## src/rtl/pipelined_multiplier_param.sv

```systemverilog
// Pipelined full-width multiplier with signed/unsigned mode, sideband tag and valid/ready flow control.
// Stage 0 captures operands, stage 1 multiplies, and the remaining stages are retiming delays.
module pipelined_multiplier_param #(
    parameter int A_WIDTH   = 18,
    parameter int B_WIDTH   = 18,
    parameter int LATENCY   = 5,
    parameter int TAG_WIDTH = 4
) (
    input  logic                         CLK,
    input  logic                         RST,
    input  logic [A_WIDTH-1:0]           A,
    input  logic [B_WIDTH-1:0]           B,
    input  logic                         SIGNED_MODE,
    input  logic [TAG_WIDTH-1:0]         TAG_IN,
    input  logic                         IN_VALID,
    output logic                         IN_READY,
    output logic [A_WIDTH+B_WIDTH-1:0]   MULT,
    output logic [TAG_WIDTH-1:0]         TAG_OUT,
    output logic                         OUT_VALID,
    input  logic                         OUT_READY,
    output logic                         BUSY
);

    localparam int P_WIDTH = A_WIDTH + B_WIDTH;
    localparam int LAST    = LATENCY - 1;

    logic [LATENCY-1:0]   valid_q, valid_d;
    logic [A_WIDTH-1:0]   a_q, a_d;
    logic [B_WIDTH-1:0]   b_q, b_d;
    logic                 mode_q, mode_d;
    logic [TAG_WIDTH-1:0] tag_q [LATENCY];
    logic [TAG_WIDTH-1:0] tag_d [LATENCY];
    logic [P_WIDTH-1:0]   prod_q [1:LAST];
    logic [P_WIDTH-1:0]   prod_d [1:LAST];

    logic                 adv;
    logic                 accept;
    logic [P_WIDTH-1:0]   a_ext;
    logic [P_WIDTH-1:0]   b_ext;
    logic [P_WIDTH-1:0]   prod_full;

    assign adv       = !valid_q[LAST] | OUT_READY;
    assign IN_READY  = adv & !RST;
    assign accept    = IN_VALID & IN_READY;

    assign OUT_VALID = valid_q[LAST];
    assign MULT      = prod_q[LAST];
    assign TAG_OUT   = tag_q[LAST];
    assign BUSY      = |valid_q;

    // Modular full-width product is exact for both modes once operands are extended to P_WIDTH.
    always_comb begin
        a_ext     = {{B_WIDTH{a_q[A_WIDTH-1] & mode_q}}, a_q};
        b_ext     = {{A_WIDTH{b_q[B_WIDTH-1] & mode_q}}, b_q};
        prod_full = a_ext * b_ext;
    end

    // Data registers only load behind a valid beat, so bubbles never overwrite the last result.
    always_comb begin
        valid_d = valid_q;
        a_d     = a_q;
        b_d     = b_q;
        mode_d  = mode_q;
        tag_d   = tag_q;
        prod_d  = prod_q;
        if (adv) begin
            valid_d[0] = accept;
            if (accept) begin
                a_d      = A;
                b_d      = B;
                mode_d   = SIGNED_MODE;
                tag_d[0] = TAG_IN;
            end
            valid_d[1] = valid_q[0];
            if (valid_q[0]) begin
                prod_d[1] = prod_full;
                tag_d[1]  = tag_q[0];
            end
            for (int i = 2; i < LATENCY; i++) begin
                valid_d[i] = valid_q[i-1];
                if (valid_q[i-1]) begin
                    prod_d[i] = prod_q[i-1];
                    tag_d[i]  = tag_q[i-1];
                end
            end
        end
    end

    always_ff @(posedge CLK) begin
        if (RST) begin
            valid_q      <= '0;
            prod_q[LAST] <= '0;
            tag_q[LAST]  <= '0;
        end else begin
            valid_q <= valid_d;
            a_q     <= a_d;
            b_q     <= b_d;
            mode_q  <= mode_d;
            tag_q   <= tag_d;
            prod_q  <= prod_d;
        end
    end

endmodule

```

## config.mk

```make
export PLATFORM = sky130hd
export DESIGN_NAME = pipelined_multiplier_param
export DESIGN_NICKNAME = d
export VERILOG_FILES = /design/src/rtl/pipelined_multiplier_param.sv
export SDC_FILE = /design/constraint.sdc
export NUM_CORES = 1
export LEC_CHECK = 0
export ABC_AREA = 1
export CAP_MARGIN = 20
export CORE_MARGIN = 2
export CORE_UTILIZATION = 55
export DETAILED_ROUTE_END_ITERATION = 7
export HOLD_SLACK_MARGIN = 0.08
export PLACE_DENSITY_LB_ADDON = 0.08
export SLEW_MARGIN = 20
export SYNTH_ARGS = -nofsm -noshare
export SYNTH_HDL_FRONTEND = slang
export SYNTH_SLANG_ARGS = --single-unit
```

## constraint.sdc

```tcl
create_clock -name CLK -period 7.7 [get_ports CLK]
set_clock_uncertainty 0.15 [all_clocks]
set_input_delay 1.54 -clock CLK [delete_from_list [all_inputs] [get_ports CLK]]
set_output_delay 1.54 -clock CLK [all_outputs]
set_load 0.1 [all_outputs]
```

# Yosys cells after proc, flatten, opt, wreduce, memory -nomap -nowiden
# Cells that the tools add are included.
[totals] register_bits=206 in_bits=45 out_inout_bits=43 elab_cells=28
[classes] multipliers=1 bitwise_logic=6 reduce_logical=8
[op_table] op="multiplier 19 x 19 -> 36 bit" n=1
[op_table] op="AND reduction 3 bit" n=4
[op_table] op="OR reduction 5 bit" n=1
[op_table] op="AND 1 bit" n=4
[op_table] op="zero test 1 bit" n=2
[op_table] op="AND reduction 2 bit" n=1
[op_table] op="NOT 1 bit" n=1
[op_table] op="OR 1 bit" n=1

# Depth between registers and ports, before layout
[logic_depth] word_depth=5 depth_mapped=31 ltp_nobuf=29

# Worst setup path before layout
# No wires, ideal clock.
[synth_timing] path_kind="register -> register" from="register a_q[17]" to="register prod_q[141] (netlist bit), data pin" setup_time_ns=0.252 arrival_ns=5.835 required_time_ns=7.298 path_slack_ns=1.463 path_stages_with_launch=26 n_path_buf=2 period_less_slack_ns=6.237 path_cell_list="edfxtp_1 buf_2 nand2_1 inv_1 buf_2 nand2_1 fa_1 fa_1 inv_1 fa_1 fa_1 fa_1 inv_1 fa_1 inv_1 ha_1 ha_1 nand2_1 nor2_1 inv_1 nor2_1 inv_1 nor3_1 nand2_1 nand3_1 nand2_1"
[synth_between] elab_chain_cells=2
[synth_lines] element="start, declared" line_no="28" rtl="logic [A_WIDTH-1:0] a_q, a_d;"
[synth_lines] element="start signal, assigned" line_no="96" rtl="a_q <= a_d;"
[synth_lines] element="AND 1 bit" line_no="53" rtl="a_ext = {{B_WIDTH{a_q[A_WIDTH-1] & mode_q}}, a_q};"
[synth_lines] element="multiplier 19 x 19 -> 36 bit (*)" line_no="55" rtl="prod_full = a_ext * b_ext;"
[synth_lines] element="named net prod_full[33]" line_no="40" rtl="logic [P_WIDTH-1:0] prod_full;"
[synth_lines] element="end signal, assigned" line_no="100" rtl="prod_q <= prod_d;"
[synth_lines] element="end, declared" line_no="33" rtl="logic [P_WIDTH-1:0] prod_q [1:LAST];"
# The timed path passes the listed nets; every way through them passes the cells marked *.
# A chain may end at the register's enable or synchronous reset.

# Worst setup path in the final report
[layout_timing] from="register b_q[4]" to="register prod_q[138] (netlist bit), data pin"
[layout_between] elab_chain_cells=1
[layout_lines] element="start, declared" line_no="29" rtl="logic [B_WIDTH-1:0] b_q, b_d;"
[layout_lines] element="start signal, assigned" line_no="97" rtl="b_q <= b_d;"
[layout_lines] element="multiplier 19 x 19 -> 36 bit" line_no="55"
[layout_lines] element="named net prod_full[30]" line_no="40"
# The timed path passes the listed nets, and every way through them passes these cells.

==> results.py <==
metrics = {
    "timing": {
        "setup_viol": 0,
        "fin_crit_ns": 7.07,
        "max_freq_mhz": 141,
        "finalSetupTns_ns": 0,
        "hold_ws_ns": 0.264,
        "maxSlewViolCount": 0,
        "finalHoldViolCount": 0,
        "slew_headroom_pct": 31.6,
        "fin_crit_sh_pct": 91.8,
        "tightest_slew_ns": 1.02,
        "grt_setup_unrepaired": "no",
    },
    "place": {
        "gp_congestion": 0.920,
        "place_inst": 2662,
        "io_buffers": 87,
        "hpwl_mm": 37.3,
    },
    "outcome": {
        "status": "complete, no violations",
    },
    "detailed_routing": {
        "wire_per_inst_um": 16.9,
        "routed_wl_mm": 45.8,
        "postRouteAntennaNets": 0,
        "drc": 0,
        "firstDrtPassIters": 7,
        "vias_per_cell": 5.05,
        "drtIter0Drc": 811,
        "num_vias": 13700,
    },
    "worst_hold_path": {
        "hp-class": "reg -> reg",
        "hold_depth": 0,
        "min_to": "prod_q[91]$_DFFE_PP_",
        "hp-start": "prod_q[127]$_DFFE_PP_",
    },
    "synth": {
        "synth_edf_count": 161,
        "synthFlopType": "edfxtp_1",
        "synthesis.nets": 2725,
        "synth_seq_area_share_pct": 27.8,
        "ys_warn_count": 0,
        "ys_seq_elements": 206,
        "postSynthCellCount": 2217,
        "yosysTopAreaCellShare_pct": 34.5,
        "syn_avg_cell_area_um2": 9.30,
        "async_flop_share_pct": 0,
        "synthTopCellsByArea": "fa_1 (34%), edfxtp_1 (23%), inv_1 (11%)",
        "netlist_area_um2": 20600,
        "synth_cell_type_count": 36,
        "synth.largest_area_cell": "fa_1",
    },
    "clocking": {
        "clkSinkCount": 206,
        "ctsHoldBuffers": 0,
        "clkSlewWorstSetupHoldPaths_ns": 0.06,
        "cts_buffers": 23,
        "cts-htree-levels": 1,
        "cts.repair.resized": 0,
        "clk_latency_ns": 0.55,
        "clk_path_buf_depth": 3,
        "post_cts_buffers": 0,
        "cts.root.buffer_cell": "clkbuf_16",
        "cts_tree": "built",
    },
    "cells_and_area": {
        "regArea_um2": 5740,
        "n_fill_cell": 3189,
        "multi_input_area_um2": 12100,
        "fin_nets": 2729,
        "antenna_cells": 0,
        "syn_to_final_growth_pct": 8.67,
        "stdcell_count": 2706,
        "layout-drive-gt1-share_pct": 3.62,
    },
    "setup_path": {
        "start_kind": "flip-flop",
        "criticalPathCategory": "reg -> reg",
        "critPathMaxStageDelay_ns": 0.87,
        "rr_startpoint": "b_q[4]$_DFFE_PP_",
        "ff2ff_path_depth": 17,
        "cp_common_cell": "fa_1",
        "worstPathRequired_ns": 7.82,
        "end_kind": "flip-flop",
        "crit_family": "adder cells",
        "slowest_stage": "edfxtp_1",
        "cp.arrival_ns": 7.19,
        "path_cells": "nand2_1 -> fa_1 -> fa_1 -> inv_1 -> fa_1 -> fa_1 -> fa_1 -> inv_1 -> fa_1 -> inv_1 -> ha_1 -> ha_1 -> nand2_1 -> nor3_1 -> nand3_1 -> nand4_1 -> nand2_1",
        "reg2reg_to": "prod_q[138]$_DFFE_PP_",
        "critPathBufInv": 3,
        "cp_max_fo": 19,
        "rrSetupSlack_ns": 0.63,
    },
    "die": {
        "dieArea_um2": 39100,
        "start_util_pct": 56.1,
        "die_h_um": 198,
        "core_area_um2": 36800,
        "num_io_pins": 88,
        "fp.dieW_um": 198,
        "rows": 70,
    },
    "global_routing": {
        "grt_pass1_vias": 14600,
        "grt_pass1_wl_mm": 75.7,
        "grt_max_degree": 44,
        "grt.overflow.total": 0,
        "antenna_found_initial": 0,
        "grt_use_total_pct": 25.2,
    },
    "run": {
        "cap_violations": 0,
    },
}
-- layout by cell type, fill, tap and decap left out, types with 2 or more instances in the layout --
cell type	synthesis	final
clkinv_1	0	5
nor2_2	5	6
clkinv_2	0	3
nor2_4	1	5
nand2_2	4	4
o21a_1	2	2
buf_12	0	2
nand2_1	551	551
edfxtp_1	161	161
or2_2	6	6
inv_1	590	589
o22ai_1	4	4
xor2_1	22	22
nor2_1	71	66
fa_1	355	355
nor3_2	2	2
nand3_2	2	2
dfxtp_1	45	45
a21oi_1	70	70
xnor2_1	4	4
buf_4	40	17
nand4_1	11	11
ha_1	108	108
clkdlybuf4s50_1	0	87
o21ai_0	16	16
clkbuf_1	63	4
clkbuf_16	0	23
bufinv_16	0	3
o21bai_1	3	3
nand3_1	41	41
nor3_1	7	7
-- registers in the layout (all words and copies together) (netlist names) --
name and flops:
mode_q 1, TAG_OUT 4, tag_q 16, b_q 18, valid_q 5, a_q 18
MULT 36, prod_q 108
-- cell usage after synthesis (all sizes together), types with 3 or more instances --
master / count
nand2: 555
xor2: 22
nand3: 43
ha: 108
a21oi: 71
xnor2: 4
dfxtp: 45
inv: 590
buf: 64
nor3: 9
nand4: 11
o22ai: 4
fa: 355
nor2: 77
o21ai: 16
edfxtp: 161
clkbuf: 63
or2: 7
o21bai: 3
-- per-layer routing --
| metal | GRT usage, % | part of all wire [%] | vias up |
|---|---|---|---|
| li1 | - | - | 6446 |
| met1 | 34.5 | 44 | 6643 |
| met2 | 40.5 | 45 | 477 |
| met3 | 5.53 | 8.1 | 91 |
| met4 | 7.94 | 3.1 | 0 |
| met5 | 0 | 0 | - |
-- layout make-up --
class,count,share of cell area (%)
Multi-Input combinational cell,1294,53.9
Inverter,590,9.88
Sequential cell,206,25.6
Tap cell,468,2.61
Timing Repair Buffer,106,4.63
Clock buffer,28,2.70
Clock inverter,14,0.731
-- through the flow --
stage	util, %	cell area, um^2	setup WS (ns)
after floorplan	-	20600	1.46
after global placement	58.7	21600	0.672
after detailed placement	58.7	21600	0.661
after CTS	60.8	22400	0.619
after global routing	60.9	22400	0.275
final	60.9	22400	0.632
-- worst register-to-register path, delay by kind of cell (launching register included) --
| family | cells | cell delay, ns |
|---|---|---|
| buffers and inverters | 3 | 0.24 |
| AND/OR/NAND/NOR | 6 | 1.45 |
| adder cells (fa/ha/maj) | 8 | 4.08 |
| flip-flops | 1 | 0.87 |
-- worst max-delay path by stage --
| stage | slack (ns) | cells past startpoint | start | end |
|---|---|---|---|---|
| after global routing | 0.28 | 19 | mode_q$_DFFE_PP_ | prod_q[138]$_DFFE_PP_ |
| after CTS | 0.62 | 17 | b_q[4]$_DFFE_PP_ | prod_q[138]$_DFFE_PP_ |
| after global placement | 0.67 | 17 | b_q[4]$_DFFE_PP_ | prod_q[138]$_DFFE_PP_ |
| final | 0.63 | 17 | b_q[4]$_DFFE_PP_ | prod_q[138]$_DFFE_PP_ |
| after floorplan | 1.46 | 25 | a_q[17]$_DFFE_PP_ | prod_q[141]$_DFFE_PP_ |
| after detailed placement | 0.66 | 17 | b_q[4]$_DFFE_PP_ | prod_q[138]$_DFFE_PP_ |
-- cell families after synthesis --
kind of cell               Yosys count  synth area share, %
xor gates and xnor gates            26                 1.10
AOI/OAI and AO/OA                  102                 2.69
and+or+nand+nor                    703                 13.6
DFF                                206                 27.8
adders and majority gates          463                 41.0
buffers and inverters              717                 13.8
Power is not shown: default switching activity piles up to over one toggle a cycle in this logic, so the estimate is an artifact.
